--- src/rtl/instruction_loader_pkg.sv ---
// Shared definitions for the serial instruction loader: FSM encoding, command bytes
// and the halt word that terminates a program image.
package instruction_loader_pkg;

    typedef enum logic [1:0] {
        StIdle  = 2'd0,
        StLoad  = 2'd1,
        StReady = 2'd2,
        StRun   = 2'd3
    } state_e;

    localparam logic [7:0]  CMD_LOAD  = 8'h4C;
    localparam logic [7:0]  CMD_RUN   = 8'h52;
    localparam logic [31:0] HALT_WORD = 32'hFFFF_FFFF;

endpackage

--- src/rtl/instruction_loader_word_assembler.sv ---
// Packs received bytes MSB-first into instruction words; word_done flags the byte that
// completes a word, with the finished word presented alongside it.
module word_assembler #(
    parameter int unsigned NBITS = 32,
    parameter int unsigned BBITS = 8
) (
    input  logic             clk,
    input  logic             rst,
    input  logic             clear,
    input  logic             byte_valid,
    input  logic [BBITS-1:0] byte_data,
    output logic [NBITS-1:0] word,
    output logic             word_done
);

    localparam logic [1:0] LastByte = 2'(NBITS / BBITS - 1);

    logic [NBITS-1:0] shift_q;
    logic [1:0]       cnt_q;

    // The completed word includes the byte arriving this cycle, so the top can register it
    // on the same edge and raise the write strobe one cycle after the final byte.
    assign word      = {shift_q[NBITS-BBITS-1:0], byte_data};
    assign word_done = byte_valid && (cnt_q == LastByte);

    always_ff @(posedge clk) begin
        if (rst || clear) begin
            shift_q <= '0;
            cnt_q   <= '0;
        end else if (byte_valid) begin
            shift_q <= word;
            cnt_q   <= cnt_q + 2'd1;
        end
    end

endmodule

--- src/rtl/instruction_loader.sv ---
// Loads a program image from a byte stream into instruction memory, then gates the
// pipeline between load, ready and run phases under host command bytes.
module instruction_loader
    import instruction_loader_pkg::*;
#(
    parameter int unsigned NBITS    = 32,
    parameter int unsigned MEM_SIZE = 1024,
    parameter int unsigned BBITS    = 8
) (
    input  logic             i_clk,
    input  logic             i_rst,
    input  logic [BBITS-1:0] i_rx_data,
    input  logic             i_rx_valid,
    input  logic             i_cpu_halt,
    output logic             o_imem_we,
    output logic [NBITS-1:0] o_imem_addr,
    output logic [NBITS-1:0] o_imem_data,
    output logic             o_cpu_en,
    output logic             o_loaded,
    output logic             o_error,
    output logic [NBITS-1:0] o_word_count
);

    localparam logic [NBITS-1:0] LastAddr = NBITS'(MEM_SIZE - 1);
    localparam logic [NBITS-1:0] HaltWord = NBITS'(HALT_WORD);

    state_e           state_q, state_d;
    logic             start_load;
    logic             word_done;
    logic [NBITS-1:0] word;
    logic [NBITS-1:0] addr_q;
    logic             we_q, cpu_en_q, loaded_q, error_q;
    logic [NBITS-1:0] wr_addr_q, wr_data_q, word_count_q;
    logic             halt_pend_q, ovf_pend_q;

    word_assembler #(
        .NBITS (NBITS),
        .BBITS (BBITS)
    ) u_word_assembler (
        .clk        (i_clk),
        .rst        (i_rst),
        .clear      (start_load),
        .byte_valid (i_rx_valid && (state_q == StLoad)),
        .byte_data  (i_rx_data),
        .word       (word),
        .word_done  (word_done)
    );

    always_ff @(posedge i_clk) begin
        if (i_rst) begin
            state_q <= StIdle;
        end else begin
            state_q <= state_d;
        end
    end

    always_comb begin
        state_d    = state_q;
        start_load = 1'b0;
        unique case (state_q)
            StIdle: begin
                if (i_rx_valid && (i_rx_data == BBITS'(CMD_LOAD))) begin
                    state_d    = StLoad;
                    start_load = 1'b1;
                end
            end
            StLoad: begin
                // Leave only once the final write strobe is on the bus, keeping it inside LOAD.
                if (we_q && halt_pend_q) begin
                    state_d = StReady;
                end else if (we_q && ovf_pend_q) begin
                    state_d = StIdle;
                end
            end
            StReady: begin
                if (i_rx_valid && (i_rx_data == BBITS'(CMD_RUN))) begin
                    state_d = StRun;
                end else if (i_rx_valid && (i_rx_data == BBITS'(CMD_LOAD))) begin
                    state_d    = StLoad;
                    start_load = 1'b1;
                end
            end
            StRun: begin
                if (i_cpu_halt) begin
                    state_d = StReady;
                end
            end
        endcase
    end

    always_ff @(posedge i_clk) begin
        if (i_rst) begin
            addr_q       <= '0;
            we_q         <= 1'b0;
            wr_addr_q    <= '0;
            wr_data_q    <= '0;
            word_count_q <= '0;
            cpu_en_q     <= 1'b0;
            loaded_q     <= 1'b0;
            error_q      <= 1'b0;
            halt_pend_q  <= 1'b0;
            ovf_pend_q   <= 1'b0;
        end else begin
            we_q     <= 1'b0;
            cpu_en_q <= (state_d == StRun);
            if (start_load) begin
                addr_q       <= '0;
                word_count_q <= '0;
                loaded_q     <= 1'b0;
                error_q      <= 1'b0;
                halt_pend_q  <= 1'b0;
                ovf_pend_q   <= 1'b0;
            end
            if (word_done) begin
                we_q         <= 1'b1;
                wr_addr_q    <= addr_q;
                wr_data_q    <= word;
                addr_q       <= addr_q + NBITS'(1);
                word_count_q <= word_count_q + NBITS'(1);
                halt_pend_q  <= (word == HaltWord);
                ovf_pend_q   <= (word != HaltWord) && (addr_q == LastAddr);
            end
            if ((state_q == StLoad) && (state_d == StReady)) begin
                loaded_q <= 1'b1;
            end
            if ((state_q == StLoad) && (state_d == StIdle)) begin
                error_q <= 1'b1;
            end
        end
    end

    assign o_imem_we    = we_q;
    assign o_imem_addr  = wr_addr_q;
    assign o_imem_data  = wr_data_q;
    assign o_cpu_en     = cpu_en_q;
    assign o_loaded     = loaded_q;
    assign o_error      = error_q;
    assign o_word_count = word_count_q;

endmodule
--- config.mk ---
export PLATFORM = sky130hd
export DESIGN_NAME = instruction_loader
export DESIGN_NICKNAME = d
export VERILOG_FILES = /design/src/rtl/instruction_loader_pkg.sv /design/src/rtl/instruction_loader_word_assembler.sv /design/src/rtl/instruction_loader.sv
export SDC_FILE = /design/constraint.sdc
export NUM_CORES = 1
export LEC_CHECK = 0
export ABC_CLOCK_PERIOD_IN_PS = 4300
export BUFFER_PORTS_ARGS = -buffer_cell sky130_fd_sc_hd__buf_4
export CAP_MARGIN = 20
export CORE_MARGIN = 2
export CORE_UTILIZATION = 50
export CTS_CLUSTER_DIAMETER = 40
export DETAILED_ROUTE_END_ITERATION = 8
export PLACE_DENSITY = 0.68
export SLEW_MARGIN = 20
export SYNTH_ARGS = -nofsm -noshare
export SYNTH_HDL_FRONTEND = slang
export SYNTH_SLANG_ARGS = --single-unit
--- constraint.sdc ---
create_clock -name i_clk -period 4.3 [get_ports i_clk]
set_input_delay 0.215 -clock i_clk [delete_from_list [all_inputs] [get_ports i_clk]]
set_output_delay 0.215 -clock i_clk [all_outputs]
set_load 0.02 [all_outputs]
# After elaboration in Yosys (flattened, before gate mapping)
# Index checks and enable logic that the tools add are counted.
dict set report classes {
  n_addsub 3
  n_eq_ne 11
  mux 18
  reduce_logical 15
}
# operator count
set ops {}
lappend ops {{32-bit two-way mux} 3}
lappend ops {{32-bit by 1-bit adder with 32-bit output, second input constant} 2}
lappend ops {{32-bit by 10-bit equality test with 1-bit output, second input constant} 1}
lappend ops {{32-bit equality test, second input constant} 1}
lappend ops {{32-bit inequality test, second input constant} 1}
lappend ops {{8-bit by 7-bit equality test with 1-bit output, second input constant} 2}
lappend ops {{2-bit equality test, second input constant} 5}
lappend ops {{2-bit two-way mux} 5}
lappend ops {{1-bit logical AND} 9}
lappend ops {{1-bit two-way mux} 8}
lappend ops {{2-bit one-hot mux with 4 select lines} 1}
lappend ops {{2-bit nonzero test} 3}
lappend ops {{2-bit zero test} 2}
lappend ops {{2-bit by 1-bit adder with 2-bit output, second input constant} 1}
lappend ops {{2-bit by 1-bit equality test with 1-bit output, second input constant} 1}
lappend ops {{1-bit one-hot mux with 2 select lines} 1}
lappend ops {{1-bit logical OR} 1}
dict set report totals {
  reg_bits 162
  inputBits 12
  out_inout_bits 100
  wordCells 60
}

# Depth between registers and ports, before layout
dict set report logic_depth {
  ltp_word 8
  depth_mapped 7
}

# By module
# A second synthesis with hierarchy kept.
dict set report hier_totals {
  hier_cells 760
  area_unflattened_um2 7060.5
}
# mod instances cells_per_inst area_per_inst_um2 seq_area_each_um2
set by_module_without_submodules {}
lappend by_module_without_submodules {instruction_loader 1 665 6020.8 2722.6}
lappend by_module_without_submodules {word_assembler 1 95 1039.7 520.5}

# Worst setup path before layout
# Ideal clock, no wire load.
dict set report synth_timing {
  kind {register to register}
  start {reg u_word_assembler.cnt_q[0]}
  end {reg addr_q[26]}
  arrival_ns 1.943
  t_required_ns 4.168
  setup_slack_ns 2.225
  path_stages_with_launch 8
  n_path_buf 2
  synth_period_minus_slack_ns 2.075
  path_cell_list {dfxtp_1 ha_1 nand4b_4 or4_1 buf_2 buf_2 o311ai_0 a21oi_1}
}
dict set report synth_between {
  elab_chain_len 3
}
# element line
set synth_lines {}
lappend synth_lines {{start, declared} instruction_loader_word_assembler.sv:19} ;# logic [1:0] cnt_q;
lappend synth_lines {{start signal, assigned} instruction_loader_word_assembler.sv:32} ;# cnt_q <= cnt_q + 2'd1;
lappend synth_lines {{2-bit equality test *} instruction_loader_word_assembler.sv:24} ;# assign word_done = byte_valid && (cnt_q == LastByte);
lappend synth_lines {{1-bit logical AND *} instruction_loader_word_assembler.sv:24}
lappend synth_lines {{32-bit two-way mux or 2-bit nonzero test (tied branches)} -}
lappend synth_lines {{end signal, assigned} instruction_loader.sv:118} ;# addr_q <= addr_q + NBITS'(1);
lappend synth_lines {{end, declared} instruction_loader.sv:31} ;# logic [NBITS-1:0] addr_q;
# Every way passes the cells marked *; elsewhere a longest branch is shown, timed or not.
# A chain may end at the register's enable or synchronous reset.

# Worst setup path after layout
dict set report layout_timing {
  start {reg u_word_assembler.cnt_q[0]}
  end {reg word_count_q[13] (netlist: o_word_count[13])}
}
dict set report layout_between {
  elab_chain_len 3
}
# element line
set layout_lines {}
lappend layout_lines {{2-bit equality test *} instruction_loader_word_assembler.sv:24}
lappend layout_lines {{1-bit logical AND *} instruction_loader_word_assembler.sv:24}
lappend layout_lines {{32-bit two-way mux or 2-bit nonzero test (tied branches)} -}
lappend layout_lines {{end signal, assigned} instruction_loader.sv:119} ;# word_count_q <= word_count_q + NBITS'(1);
lappend layout_lines {{end, declared} instruction_loader.sv:33} ;# logic [NBITS-1:0] wr_addr_q, wr_data_q, word_count_q;
# Marks and branches as above.

==> impl_metrics.tcl <==
set metrics [dict create \
    vias 6399 \
    yosysWarnings 0 \
    maxCapViolations 0 \
    synth_top_family_by_area "simple AND/OR/NAND/NOR gates" \
    skew_ns 0.00810 \
    fin_hold_ws_ns 0.0655 \
    grt_pass1_vias 5942 \
    fp.dieH_um 120 \
    antennaDiodeCount 0 \
    worstSetupEndpointType "register" \
    grt_antenna_before_repair 0 \
    dp_hpwl_um 11400 \
    cp.arrival_ns 2.81 \
    ctsLongestPathBuffers 2 \
    drtIter0Drc 461 \
    syn_to_final_growth_pct 21.6 \
    synth_top_area_share 0.480 \
    fin_crit_sh 0.570 \
    seq_area_frac_synth 0.480 \
    max_freq_ghz 0.408 \
    path_cells "ha_1, and4b_2, nand4_1, or4_1, a21oi_1" \
    required_ns 4.66 \
    detail_route.wl_per_cell_um 15.6 \
    path_clk_slew_ns 0.06 \
    crit_family "simple AND/OR/NAND/NOR gates" \
    cts_resized 0 \
    cp_max_fo 33 \
    final-hold-violation-count 0 \
    synth-simple-area-share 0.299 \
    path_buf_inv 0 \
    ys_ff_latch 162 \
    fin_nets 937 \
    post-place-ws_ns 1.63 \
    track_usage 0.241 \
    slowest_stage "and4b_2" \
    p_leak_nw 2.92 \
    die_area_sq_um 14500 \
    final_util 0.621 \
    start_util 0.510 \
    netlist_instances 841 \
    cts.sinks 162 \
    yosys-top-cells-area "dfxtp_1, nand2_1, a21oi_1, mux2i_1, clkbuf_1" \
    cts_hold_buffers 0 \
    grt_pass1_wl_um 28600 \
    finalPower_w 0.00302 \
    core_sq_um 13200 \
    dr.pass1.iters 5 \
    syn_nets 856 \
    ant_nets 0 \
    synthArstFlopShare 0 \
    peakVddDrop_mv 0.259 \
    tightest_slew_ns 0.923 \
    floorplan.rows 42 \
    synth_fa_ha_area_frac 0.00555 \
    cts_inserted_buffers 17 \
    die_w_um 120 \
    io_pins 112 \
    synth_flop_cell "dfxtp_1" \
    viasPerCell 5.76 \
    gp_congestion 0.927 \
    setup_tns_ns 0 \
    power_density_nw_per_um2 367 \
    setup_viol 0 \
    cts_root_buf "clkbuf_16" \
    gr-total-overflow 0 \
    criticalPathCategory "register to register" \
    setup_ws_ns 1.85 \
    syn_area_sq_um 6760 \
    synth_edf_count 0 \
    ys_types 43 \
    synth_xor_area_frac 0.00907 \
    slew_headroom 0.385 \
    drive_above_1_share 0.189 \
    period_minus_slack_ns 2.45 \
    synth-compound-area-share 0.139 \
    hp-class "input pin to register" \
    synthMuxAreaShare 0.0328 \
    critPathLaunchType "register" \
    cts_max_level 4 \
    yosys.area.top_type "dfxtp_1" \
    port_buffers 111 \
    cp_slowest_stage_delay_ns 0.69 \
    slew_viol_final 0 \
    cts_tree "built" \
    syn_area_per_cell_sq_um 8.04 \
    rsz0062_at_grt "no" \
    insertion_delay_ns 0.43 \
    grt_max_degree 81 \
    wirelength_um 17400 \
    status "finished, final reports clean" \
    cts_setup_buffers 0 \
    drc_errors 0 \
]
-- worst min-delay path, stage by stage --
cell and delay (ns):
buf_4 0.13, nand2_1 0.05, a21oi_1 0.05
-- flip-flops by register name, indices dropped and copies added, names as in the netlist --
register                  count
addr_q                       32
halt_pend_q                   1
o_cpu_en                      1
o_error                       1
o_imem_addr                  32
o_imem_data                  32
o_imem_we                     1
o_loaded                      1
o_word_count                 32
ovf_pend_q                    1
state_q                       2
u_word_assembler.cnt_q        2
u_word_assembler.shift_q     24
-- Yosys cell counts, types with 12 or more instances --
| cell | count |
|---|---|
| mux2i_1 | 21 |
| nand4_1 | 27 |
| nand2_1 | 235 |
| nor4_1 | 14 |
| or4_1 | 12 |
| o211ai_1 | 19 |
| nand3_1 | 27 |
| a21oi_1 | 120 |
| clkbuf_1 | 46 |
| nor2_1 | 20 |
| dfxtp_1 | 162 |
| nor3_1 | 17 |
| or3_1 | 15 |
| or2_2 | 24 |
-- power by group --
group,internal [W],switching (W)
Clock,0.000843,0.000616
Sequential,0.00150,0.000000129
Combinational,0.0000176,0.0000386
-- area by class of cell --
type | instances | area [sq um]
clock inverters | 11 | 104
well taps | 176 | 220
fillers | 1228 | 5020
inverters | 6 | 22.5
flip-flops and latches | 162 | 3240
multi-input cells | 619 | 3290
clock buffers | 21 | 470
repair buffers | 116 | 871
-- placed cells by master (no fill, tap or decap), drive strengths merged, types with 12 or more instances in the layout --
cell type / count
buf: 116
o211ai: 19
dfxtp: 162
or4: 12
nor2: 20
nand4: 27
nor4: 14
mux2i: 21
clkbuf: 21
nor3: 17
or3: 15
or2: 24
nand2: 235
a21oi: 120
nand3: 27
-- metal layers --
metal	global-route usage	vias up	share of wire
li1	-	3121	-
met1	0.313	3058	0.44
met2	0.396	189	0.49
met3	0.0462	31	0.047
met4	0.0988	0	0.022
met5	0	-	0
-- metrics by stage --
step / instances / area, sq um
finish: 1111 / 8220
CTS: 1111 / 8220
floorplan: 841 / 6760
global placement: 1079 / 7640
global route: 1111 / 8220
detailed placement: 1079 / 7640
-- final timing paths --
check	startpoint	slack, ns	cells after the start	end
setup reg to reg	u_word_assembler.cnt_q[0]$_SDFFE_PP0P_	1.85	5	o_word_count[13]$_SDFFE_PP0P_
hold / removal	i_rx_data[2]	0.07	3	o_imem_data[2]$_SDFFE_PP0P_
hold reg to reg	o_imem_data[29]$_SDFFE_PP0P_	0.45	2	o_imem_data[29]$_SDFFE_PP0P_
setup / recovery	u_word_assembler.cnt_q[0]$_SDFFE_PP0P_	1.85	5	o_word_count[13]$_SDFFE_PP0P_
-- kinds of logic after synthesis --
kind of cell,count (synthesis)
simple gates,422
fa+ha+maj,3
mux,22
buf+inv,60
compound gates,165
flops,162
xor+xnor,7
Note: power is estimated with default switching activity, not from simulation.
